--- src/rtl/fetch_queue.sv ---
// Instruction-fetch front end: owns the fetch PC, handshakes with instruction
// memory, and buffers fetched instructions with their PCs for decode.
module fetch_queue #(
    parameter int              XLEN     = 32,
    parameter int              DEPTH    = 4,
    parameter logic [XLEN-1:0] RESET_PC = '0
) (
    input  logic            clk,
    input  logic            rst,
    output logic            imem_req,
    output logic [XLEN-1:0] imem_addr,
    input  logic            imem_ack,
    input  logic [XLEN-1:0] imem_rdata,
    input  logic            redirect,
    input  logic [XLEN-1:0] redirect_pc,
    input  logic            stall,
    output logic            instr_valid,
    output logic [XLEN-1:0] instr_f,
    output logic [XLEN-1:0] pc_f
);
    localparam int              PTR_W   = $clog2(DEPTH);
    localparam logic [PTR_W:0]  FULL    = (PTR_W+1)'(DEPTH);
    localparam logic [PTR_W:0]  CNT_ONE = (PTR_W+1)'(1);
    localparam logic [PTR_W-1:0] PTR_ONE = PTR_W'(1);
    localparam logic [XLEN-1:0] NOP     = XLEN'(32'h0000_0013);
    localparam logic [XLEN-1:0] STEP    = XLEN'(4);
    localparam logic [XLEN-1:0] ALIGN   = ~XLEN'(3);

    logic [XLEN-1:0]  fpc;
    logic [PTR_W-1:0] rd_ptr;
    logic [PTR_W-1:0] wr_ptr;
    logic [PTR_W:0]   count;
    logic [XLEN-1:0]  buf_instr [DEPTH];
    logic [XLEN-1:0]  buf_pc    [DEPTH];
    logic             push;
    logic             pop;

    // Redirect suppresses the request, so a same-cycle ack never pushes stale data.
    assign imem_req    = !rst && !redirect && (count < FULL);
    assign imem_addr   = fpc;
    assign instr_valid = !rst && (count != '0);
    assign instr_f     = instr_valid ? buf_instr[rd_ptr] : NOP;
    assign pc_f        = instr_valid ? buf_pc[rd_ptr] : '0;
    assign push        = imem_req && imem_ack;
    assign pop         = instr_valid && !stall && !redirect;

    always_ff @(posedge clk or posedge rst) begin
        if (rst) begin
            fpc    <= RESET_PC;
            rd_ptr <= '0;
            wr_ptr <= '0;
            count  <= '0;
        end else if (redirect) begin
            fpc    <= redirect_pc & ALIGN;
            rd_ptr <= '0;
            wr_ptr <= '0;
            count  <= '0;
        end else begin
            if (push) begin
                wr_ptr <= wr_ptr + PTR_ONE;
                fpc    <= fpc + STEP;
            end
            if (pop) begin
                rd_ptr <= rd_ptr + PTR_ONE;
            end
            case ({push, pop})
                2'b10:   count <= count + CNT_ONE;
                2'b01:   count <= count - CNT_ONE;
                default: count <= count;
            endcase
        end
    end

    // Buffer storage carries no reset; count alone qualifies its contents.
    always_ff @(posedge clk) begin
        if (push) begin
            buf_instr[wr_ptr] <= imem_rdata;
            buf_pc[wr_ptr]    <= fpc;
        end
    end

endmodule

--- config.mk ---
export PLATFORM = sky130hd
export DESIGN_NAME = fetch_queue
export DESIGN_NICKNAME = d
export VERILOG_FILES = /design/src/rtl/fetch_queue.sv
export SDC_FILE = /design/constraint.sdc
export NUM_CORES = 1
export LEC_CHECK = 0
export ABC_AREA = 1
export ABC_CLOCK_PERIOD_IN_PS = 9600
export CAP_MARGIN = 5
export CORE_AREA = 8 8 175 177
export CTS_CLUSTER_SIZE = 10
export DETAILED_ROUTE_END_ITERATION = 6
export DIE_AREA = 0 0 183 185
export PLACE_DENSITY_LB_ADDON = 0.25
export SYNTH_ARGS = -nofsm -noshare
export SYNTH_HDL_FRONTEND = slang
export SYNTH_SLANG_ARGS = --single-unit
--- constraint.sdc ---
create_clock -name clk -period 9.6 [get_ports clk]
set_input_delay 1.44 -clock clk [delete_from_list [all_inputs] [get_ports clk]]
set_output_delay 1.44 -clock clk [all_outputs]
set_load 0.05 [all_outputs]
* Yosys cells after proc, flatten, opt, wreduce, memory -nomap -nowiden
Memories as Yosys holds them, arrays and structs flattened.
Cells that the tools add are included.
** Word-level totals
- Bits in registers :: 39
- Bits in latches :: 0
- RAM bits :: 256
- Bits in read-only memories :: 0
- Input port bits :: 69
- Output and inout bits :: 98
- Memories kept :: 2
** Operators by class
- $add $sub $neg :: 5
- Multipliers :: 0
- Div/mod/pow operators :: 0
- Order comparisons :: 1
- Equality and inequality tests :: 2
- Shift operators :: 0
- Muxes and demuxes :: 12
- Bitwise gates (word level) :: 0
- Reduce and logical (&&, ||, !) cells :: 13
** Memories
- buf_instr :: depth 4, bits a word 32, read ports 1, clocked after Yosys merged registers in 0, write ports 1, RTL line 33 : logic [XLEN-1:0] buf_instr [DEPTH];
- buf_pc :: depth 4, bits a word 32, read ports 1, clocked after Yosys merged registers in 0, write ports 1, RTL line 34 : logic [XLEN-1:0] buf_pc [DEPTH];
** Operators by type and width (number)
- two-way mux 32 bit :: 4
- adder 32 x 3 -> 32 bit, second input constant :: 1
- two-way mux 2 bit :: 4
- logical AND 1 bit :: 6
- one-hot mux 3 bit (2 select lines) :: 1
- nonzero test 3 bit :: 2
- adder 2 x 1 -> 2 bit, second input constant :: 2
- nonzero test 2 bit :: 2
- adder 3 x 1 -> 3 bit, second input constant :: 1
- logical NOT 1 bit :: 3
- less-than comparator 3 bit, second input constant :: 1
- two-way mux 3 bit :: 1
- subtractor 3 x 1 -> 3 bit, second input constant :: 1
- == test 2 x 1 -> 1 bit, second input constant :: 1
- == test 2 bit, second input constant :: 1
- two-way mux 1 bit :: 2

* Depth between registers and ports, before layout
Gate-level depths: netlist (run 1).
- Depth in word-level cells :: 7
- Gate-level depth with buffers :: 12

* Worst setup path before layout (run 1)
Ideal clock, no wire load.
- Path kind :: input to register
- Start point :: input port rst
- End point :: memory buf_instr[0][0], enable pin
- Library setup time :: 0.482 ns
- Data arrival time :: 5.390 ns
- Required time :: 9.118 ns
- Setup slack :: 3.728 ns
- Stages :: 4
- Path through :: inv_1 nand3_2 clkbuf_1 nor2_1
** Between the ends
- Cells in the longest elaborated chain, start to end :: 6
** Ends and longest elaborated chain
- start, declared :: RTL line 9 : input logic rst,
- logical NOT 1 bit (no source line)
- logical AND 1 bit (2 in series) :: RTL line 39 : assign imem_req = !rst && !redirect && (count < FULL);
- logical AND 1 bit :: RTL line 44 : assign push = imem_req && imem_ack;
- two-way mux 1 bit :: RTL line 76 : if (push) begin
- two-way mux 1 bit (implied by the code) :: RTL line 77 : buf_instr[wr_ptr] <= imem_rdata;
- end, declared :: RTL line 33
No other way between the ends.

* Worst setup path in the final report (run 1)
- Start point :: input port rst
- End point :: output port instr_f[0]
** Between the ends
- Cells in the longest elaborated chain, start to end :: 3
** Ends and longest elaborated chain
- logical NOT 1 bit (no source line)
- logical AND 1 bit :: RTL line 41 : assign instr_valid = !rst && (count != '0);
- two-way mux 32 bit :: RTL line 42 : assign instr_f = instr_valid ? buf_instr[rd_ptr] : NOP;
- end, declared :: RTL line 18 : output logic [XLEN-1:0] instr_f,
No other way between the ends.

==> results of run 1 <==
worst min-delay path by stage:
stage	from	to	cells after the start
2_1_floorplan	count[1]	count[1]	2
3_3_place_gp	count[1]	count[1]	2
3_5_place_dp	count[1]	count[1]	2
4_1_cts	count[1]	count[1]	2
5_1_grt	count[1]	count[1]	2
6_report	count[1]	count[1]	2
area by class of cell:
class,instances,area [µm²],share of cell area
clock buffers,49,971,0.0641
clock inverters,1,5.00,0.000330
inverters,61,230,0.0152
multi-input cells,763,3400,0.225
flip-flops and latches,285,8380,0.553
well taps,384,480,0.0317
repair buffers,171,1680,0.111
sequential cells by signal, summed over array words and instances (netlist names):
| name | flops |
|---|---|
| buf_pc | 120 |
| buf_instr | 128 |
| imem_addr | 30 |
| wr_ptr | 2 |
| count | 3 |
| rd_ptr | 2 |
per-layer routing:
metal,vias up,global-route usage,wire length (µm)
li1,4232,-,-
met4,0,0.0569,733
met3,42,0.0373,2060
met2,282,0.287,13800
met1,4138,0.226,12900
met5,-,0,0
power by group through the flow:
| stage | logic (mW) | registers (mW) | clock network [mW] |
|---|---|---|---|
| after floorplan | 0.122 | 1.49 | 0 |
| after global placement | 0.269 | 1.46 | 0 |
| after detailed placement | 0.272 | 1.46 | 0 |
| after CTS | 0.273 | 1.44 | 1.16 |
| after global routing | 0.293 | 1.44 | 1.21 |
| final | 0.270 | 1.44 | 1.14 |
worst max-delay path: cells and delay by family:
kind / cells / cell delay, ns
buf+inv: 6 / 2.50
simple gates: 1 / 0.16
compound gates: 1 / 0.15
kinds of logic after synthesis:
family / Yosys count / share of synthesized area
compound gates: 218 / 0.0920
xor+xnor: 9 / 0.00643
fa+ha+maj: 6 / 0.00674
buf+inv: 121 / 0.0428
flops: 285 / 0.683
other cells: 1 / 0.000306
simple gates: 526 / 0.169
cells in the final DEF, fill, tap and decap left out:
| cell type | n |
|---|---|
| nor2_4 | 7 |
| xor2_1 | 8 |
| buf_4 | 11 |
| clkinv_2 | 2 |
| nor2_1 | 293 |
| dfrtp_2 | 1 |
| nor2_2 | 2 |
| or2_2 | 1 |
| o221ai_1 | 1 |
| nand3_1 | 29 |
| dfrtp_1 | 35 |
| nand2_2 | 2 |
| nor3_1 | 4 |
| inv_1 | 56 |
| inv_2 | 4 |
| o311ai_1 | 1 |
| a21oi_1 | 62 |
| dfrtp_4 | 1 |
| xnor2_1 | 1 |
| o21bai_1 | 3 |
| clkdlybuf4s50_1 | 160 |
| edfxtp_1 | 248 |
| nand3_2 | 2 |
| o211ai_1 | 4 |
| fa_1 | 1 |
| nand2_1 | 184 |
| nand4_1 | 1 |
| ha_1 | 5 |
| o21ai_0 | 144 |
| nand3b_1 | 1 |
| conb_1 | 4 |
| a21oi_2 | 1 |
| o311ai_0 | 2 |
| clkbuf_1 | 12 |
| clkbuf_16 | 37 |
per-stage QoR:
step           utilization  setup WS [ns]
3_3_place_gp         0.505           3.81
3_5_place_dp         0.505           3.82
4_1_cts              0.540           3.83
6_report             0.540           3.86
5_1_grt              0.540           3.65
2_1_floorplan            -           3.73
==> flow_summary.yaml, run 1 <==
global_route:
  grtUsageTotal: 0.174
  grt_max_degree: 80
  antenna_found_initial: 0
  overflow: 0
  grt_pass1_wl_mm: 46.3
  grt_pass1_vias: 8483
sta:
  slew_headroom: 0.360
  setup_viol: 0
  worst_pin_slew_ns: 0.959
  hold_viol_final: 0
  skew_ns: 0.0241
  fin_crit_ns: 5.74
  fin_crit_sh: 0.598
  drv_slew: 0
  rsz0062_at_grt: "no"
  setup_tns_ns: 0
  hold-worst-slack_ns: 0.546
  achievable-frequency_ghz: 0.174
die:
  start_util: 0.437
  design.core.area_mm2: 0.0281
  die_area_mm2: 0.0339
  die_width_um: 183
  rows: 62
  chipHeight_um: 185
  io_pins: 167
job:
  cap_viol_max_count: 0
place:
  dpl_cell_area_mm2: 0.0142
  post-place-cells: 1664
  hpwl_mm: 17.1
  place.gp.congestion: 0.846
  io_buffers: 160
pwr:
  power_density_mw_per_mm2: 188
  total_power_mw: 2.85
  p_leak_nw: 5.48
  p_seq_frac: 0.505
  switching_share: 0.237
  ir_worst_vdd_v: 0.0000838
  pwr-share-comb: 0.095
  power_frac_clock: 0.400
  p_int_mw: 2.17
  p_switching_mw: 0.676
synth:
  synthFlopType: "edfxtp_1"
  syn-mean-instance-area_um2: 10.5
  netlist_top_cells_area: "edfxtp_1, nor2_1, dfrtp_1, o21ai_0, nand2_1"
  ys_seq_area_frac: 0.683
  yosysWarnings: 0
  yosysMostFrequentCell: "nor2_1"
  netlist_area_mm2: 0.0123
  synth_edf_count: 248
  async_reset_ff_frac: 0.130
  synth_top_area_share: 0.607
  ys_types: 34
  synth_commonest_cells: "nor2_1, edfxtp_1, nand2_1"
  synth_top_area_cell: "edfxtp_1"
  syn_inst: 1166
  ys_ff_latch: 285
layout:
  final_area_mm2: 0.0152
  fill_cells: 2447
  drive_above_1_share: 0.0534
  finalNonFillerCells: 1714
  antenna_cells: 0
  nNetsFinal: 1391
  area_growth_pct: 23.6
route:
  drt-total-wl_mm: 29.6
  via_count: 8694
  dr.pass1.iters: 5
  viasPerCell: 5.07
  drc: 0
  antenna_left: 0
  avgRoutedWirePerCell_um: 17.3
  drtIter0Drc: 602
hold_path:
  hold_class: "reg -> reg"
cts:
  root_buffer: "clkbuf_16"
  cts.sinks: 285
  clockBufferDepth: 3
  ctsHoldBuffers: 0
  cts_setup_buffers: 0
  cts.clk_slew.worst_paths_ns: 0.05
  cts_inserted_buffers: 34
  htree_levels: 2
  cts_tree: "built"
  clock_latency_ns: 0.50
  cts_resized: 0
worst_setup_path:
  reg2reg_depth: 11
  crit_required_ns: 8.16
  slowest_stage: "clkdlybuf4s50_1"
  cp-startpoint: "rst"
  r2r_start: "count[2]"
  arrival_ns: 4.30
  critical_path_class: "in -> out"
  critPathMaxStageDelay_ns: 0.87
  critPathCapture: "instr_f[0]"
  critPathCaptureType: "output pin"
  crit_path_start_kind: "input pin"
  critical_path.cell_chain: "clkdlybuf4s50_1 -> inv_1 -> buf_4 -> nand2_2 -> buf_4 -> inv_1 -> o311ai_0 -> clkdlybuf4s50_1"
  worstPathMaxFanout: 60
  rr_endpoint: "count[2]"
  rrSetupSlack_ns: 6.97
status:
  status: "complete, no violations"
No activity file was read; power rests on OpenSTA's default activity.
==> inputs of run 2 (changes only) <==
--- a/config.mk
+++ b/config.mk
@@ -6,7 +6,7 @@
 export NUM_CORES = 1
 export LEC_CHECK = 0
 export ABC_AREA = 1
-export ABC_CLOCK_PERIOD_IN_PS = 9600
+export ABC_CLOCK_PERIOD_IN_PS = 5300
 export CAP_MARGIN = 5
 export CORE_AREA = 8 8 175 177
 export CTS_CLUSTER_SIZE = 10
==> constraint.sdc (replaced) <==
create_clock -name clk -period 5.3 [get_ports clk]
set_input_delay 0.795 -clock clk [delete_from_list [all_inputs] [get_ports clk]]
set_output_delay 0.795 -clock clk [all_outputs]
set_load 0.05 [all_outputs]
==> run 2 against run 1 <==
  * Sequential share of layout area is 2.4 points lower
  * Setup slack worse by 2.5 ns
  * First-iteration DRC count is 17% higher
  * Critical path type unchanged
==> flow_summary.yaml, run 2 (synthesis results as in run 1) <==
global_route:
  grt_max_degree: 92
  grt_pass1_vias: 8439
  antenna_found_initial: 0
  overflow: 0
  grtUsageTotal: 0.177
  grt_pass1_wl_mm: 46.6
cts:
  cts_inserted_buffers: 35
  cts_setup_buffers: 0
  ctsHoldBuffers: 0
  cts_resized: 0
  cts_tree: "built"
  cts.clk_slew.worst_paths_ns: 0.06
  clock_latency_ns: 0.50
  cts.sinks: 285
  htree_levels: 2
  clockBufferDepth: 3
  root_buffer: "clkbuf_16"
route:
  drt-total-wl_mm: 30.0
  avgRoutedWirePerCell_um: 17.4
  drtIter0Drc: 703
  viasPerCell: 5.02
  drc: 0
  dr.pass1.iters: 4
  antenna_left: 0
  via_count: 8655
sta:
  fin_crit_ns: 3.93
  skew_ns: 0.0189
  drv_slew: 0
  worst_pin_slew_ns: 1.03
  rsz0062_at_grt: "no"
  setup_tns_ns: 0
  slew_headroom: 0.315
  setup_viol: 0
  achievable-frequency_ghz: 0.254
  fin_crit_sh: 0.742
  hold-worst-slack_ns: 0.546
  hold_viol_final: 0
worst_setup_path:
  slowest_stage: "inv_1"
  crit_path_start_kind: "input pin"
  critPathMaxStageDelay_ns: 0.54
  critical_path.cell_chain: "clkdlybuf4s50_1 -> inv_1 -> nand2_2 -> buf_4 -> a21oi_1 -> buf_12"
  reg2reg_depth: 11
  path_buf_inv: 4
  cp.depth: 6
  critical_path_class: "in -> out"
  arrival_ns: 3.14
  crit_required_ns: 4.51
  worstPathMaxFanout: 26
  critPathCaptureType: "output pin"
  cp_top_family: "buffers and inverters"
die:
  die_area_mm2: 0.0339
  die_width_um: 183
  start_util: 0.437
  chipHeight_um: 185
  rows: 62
  design.core.area_mm2: 0.0281
  io_pins: 167
layout:
  nNetsFinal: 1397
  antenna_cells: 0
  drive_above_1_share: 0.104
  final_cell_mix: "nor2_1, edfxtp_1, nand2_1"
  area_growth_pct: 29.1
  layout_commonest_cell: "nor2_1"
  finalNonFillerCells: 1723
  utilization: 0.564
  largest_reg_flops: 128
  regMostFlops: "buf_instr"
  final_area_mm2: 0.0158
hold_path:
  hold_class: "reg -> reg"
  hold_depth: 2
place:
  post-place-cells: 1669
  dpl_cell_area_mm2: 0.0148
  place.gp.congestion: 0.880
  io_buffers: 160
  hpwl_mm: 18.7
pwr:
  p_leak_nw: 5.80
  power_density_mw_per_mm2: 330
  ir_worst_vdd_v: 0.000166
status:
  status: "complete, no violations"
job:
  cap_viol_max_count: 0
run 2: cell count changes in the layout (fill, tap and decap cells not counted), sizes merged:
cell / before / now
clkbuf: 49 / 51
clkdlybuf4s50: 160 / 97
clkinv: 2 / 4
buf: 11 / 79
run 2: power breakdown:
part	internal (mW)	switching (mW)
logic	0.194	0.333
registers	2.52	0.0855
clock network	1.26	0.823
run 2: worst register-to-register path, cell delays in order (launching register included):
cell and delay [ns]:
dfrtp_1 0.43, nor2_4 0.11, nand3_2 0.40, nand2_2 0.56
nor2_1 0.18, fa_1 0.43, xnor2_1 0.21, inv_1 0.07
nand2_1 0.06, nand2_1 0.05, nand2_1 0.06, nand2_1 0.05
run 2: layout make-up:
| class | count | area (µm²) |
|---|---|---|
| fill | 2378 | 12300 |
| sequential | 285 | 8380 |
| multi-input combinational | 763 | 3400 |
| timing repair buffer | 176 | 2340 |
| clock buffer | 51 | 978 |
| tap | 384 | 480 |
| inverter | 61 | 230 |
| clock inverter | 3 | 16.3 |
run 2: worst paths after layout:
| check | startpoint | endpoint | slack (ns) |
|---|---|---|---|
| setup / recovery | rst | pc_f[14] | 1.37 |
| hold / removal | count[1] | count[1] | 0.55 |
| setup reg to reg | count[2] | count[2] | 2.58 |
| hold reg to reg | count[1] | count[1] | 0.55 |
| max in group asynchronous | rst | imem_addr[30] | 3.75 |
| min in group asynchronous | rst | count[2] | 0.72 |
run 2: stage by stage:
| step | power (mW) | worst slack (ns) |
|---|---|---|
| 2_1_floorplan | 2.93 | 0.0728 |
| 3_3_place_gp | 3.17 | 1.25 |
| 3_5_place_dp | 3.18 | 1.14 |
| 4_1_cts | 5.26 | 1.29 |
| 5_1_grt | 5.40 | 1.13 |
| 6_report | 5.22 | 1.37 |
run 2: layer usage:
layer	global-route usage	vias to the layer above	part of all wire
met5	0	-	0
met4	0.0514	0	0.021
met3	0.0410	42	0.068
met2	0.290	270	0.47
met1	0.231	4091	0.44
li1	-	4252	-
==> inputs of run 3 (changes only) <==
--- a/config.mk
+++ b/config.mk
@@ -6,7 +6,7 @@
 export NUM_CORES = 1
 export LEC_CHECK = 0
 export ABC_AREA = 1
-export ABC_CLOCK_PERIOD_IN_PS = 5300
+export ABC_CLOCK_PERIOD_IN_PS = 4100
 export CAP_MARGIN = 5
 export CORE_AREA = 8 8 175 177
 export CTS_CLUSTER_SIZE = 10
==> constraint.sdc (replaced) <==
create_clock -name clk -period 4.1 [get_ports clk]
set_input_delay 0.615 -clock clk [delete_from_list [all_inputs] [get_ports clk]]
set_output_delay 0.615 -clock clk [all_outputs]
set_load 0.05 [all_outputs]
==> run 3 against run 2 <==
  * Count of clock-buffer cells in the layout is 2 lower
  * Global-route usage is 0.24 points higher
  * Routed wire length is 0.20% higher
  * Worst hold slack worse by 0.044 ns
  * Cell area stayed put
  * Die area stayed put
  * Utilization stayed put
  * Setup slack worse by 0.95 ns
  * Final cell count is 0.17% lower
  * Critical endpoint is now instr_f[0]
  * Largest power group unchanged
==> flow_summary.yaml, run 3 (synthesis results as in run 1) <==
route:
  top_layer_used: "met5"
  drtIter0Drc: 485
  viasPerCell: 5.12
  dr.pass1.iters: 5
  wl_met2_mm: 14.0
  antenna_left: 0
  wl_met1_mm: 13.0
  via_count: 8813
  drc: 0
  wl_met3_mm: 2.27
  drt-total-wl_mm: 30.0
  avgRoutedWirePerCell_um: 17.5
layout:
  fill_cells: 2400
  final_cell_mix: "nor2_1, edfxtp_1, nand2_1"
  antenna_cells: 0
  drive_above_1_share: 0.104
  nNetsFinal: 1397
  layout_commonest_cell: "nor2_1"
  area_growth_pct: 29.1
  utilization: 0.564
  regMostFlops: "buf_instr"
  largest_reg_flops: 128
  ff_latch_area_mm2: 0.00838
  finalNonFillerCells: 1720
  multi_input_area_mm2: 0.00340
sta:
  drv_slew: 0
  hold-worst-slack_ns: 0.502
  fin_crit_ns: 3.68
  setup_tns_ns: 0
  achievable-frequency_ghz: 0.272
  slew_headroom: 0.504
  hold_viol_final: 0
  skew_ns: 0.00612
  worst_pin_slew_ns: 0.744
  rsz0062_at_grt: "no"
  fin_crit_sh: 0.897
  setup_viol: 0
global_route:
  grtUsageTotal: 0.179
  grt_pass1_wl_mm: 47.4
  antenna_found_initial: 1
  grt_pass1_vias: 8743
  overflow: 0
  grt_max_degree: 76
die:
  rows: 62
  io_pins: 167
  start_util: 0.437
  die_width_um: 183
  die_area_mm2: 0.0339
  design.core.area_mm2: 0.0281
  chipHeight_um: 185
worst_setup_path:
  crit_required_ns: 3.48
  rrSetupSlack_ns: 1.95
  arrival_ns: 3.06
  crit_path_start_kind: "register"
  worstPathMaxFanout: 75
  critPathCaptureType: "output pin"
  critical_path_class: "reg -> out"
cts:
  clock_latency_ns: 0.49
  ctsHoldBuffers: 0
  cts_inserted_buffers: 34
  htree_levels: 2
  root_buffer: "clkbuf_16"
  cts.clk_slew.worst_paths_ns: 0.06
  cts_tree: "built"
  clockBufferDepth: 3
  cts.sinks: 285
  cts_resized: 0
  cts_setup_buffers: 0
place:
  post-place-cells: 1670
  io_buffers: 160
  place.gp.congestion: 0.888
  hpwl_mm: 18.5
pwr:
  ir_worst_vdd_v: 0.000235
  p_int_mw: 5.13
  power_frac_clock: 0.396
  p_seq_frac: 0.502
  power_density_mw_per_mm2: 423
  p_switching_mw: 1.57
  switching_share: 0.235
  pwr-share-comb: 0.102
  p_leak_nw: 5.81
job:
  cap_viol_max_count: 0
status:
  status: "complete, no violations"
hold_path:
  hold_class: "in -> async"
==> run 3: path summary, 6_finish.rpt <==
path | start | endpoint | cells past startpoint
worst max-delay path | rd_ptr[0] | instr_f[0] | 7
worst min-delay path | rst | count[0] | 2
worst max register to register | rd_ptr[0] | rd_ptr[0] | 3
worst min register to register | count[1] | count[1] | 2
max in group asynchronous | rst | imem_addr[25] | 3
min in group clk | count[1] | count[1] | 2
==> run 3: critical path, cell delays in order (launching register included) <==
cell,delay (ns)
dfrtp_4,0.72
clkinv_2,0.69
buf_12,0.46
nor2_1,0.11
nor2_1,0.04
o21ai_0,0.12
o311ai_0,0.16
buf_4,0.23
==> run 3: cell type report <==
class,instances,share of cell area
multi-input combinational,763,0.215
sequential,285,0.529
timing repair buffer,177,0.149
tap,384,0.0304
clock buffer,49,0.0613
inverter,61,0.0145
clock inverter,1,0.000237
==> run 3: per-layer routing <==
metal / up-vias / global-route usage
met3: 52 / 0.0453
met1: 4214 / 0.230
met2: 293 / 0.292
li1: 4252 / -
met4: 2 / 0.0621
met5: - / 0
==> run 3: power by group through the flow <==
stage	registers, mW	logic (mW)	clock network, mW
floorplan	3.50	0.287	0
global placement	3.42	0.677	0
detailed placement	3.42	0.685	0
CTS	3.36	0.688	2.71
global route	3.38	0.736	2.83
finish	3.37	0.682	2.65
==> run 3: metrics by stage <==
step | setup WS (ns) | cell area (µm²) | power, mW
floorplan | -0.947 | 12300 | 3.78
global placement | 0.914 | 14900 | 4.09
detailed placement | 0.899 | 14900 | 4.11
CTS | 0.390 | 15800 | 6.76
global route | 0.212 | 15800 | 6.94
finish | 0.420 | 15800 | 6.70
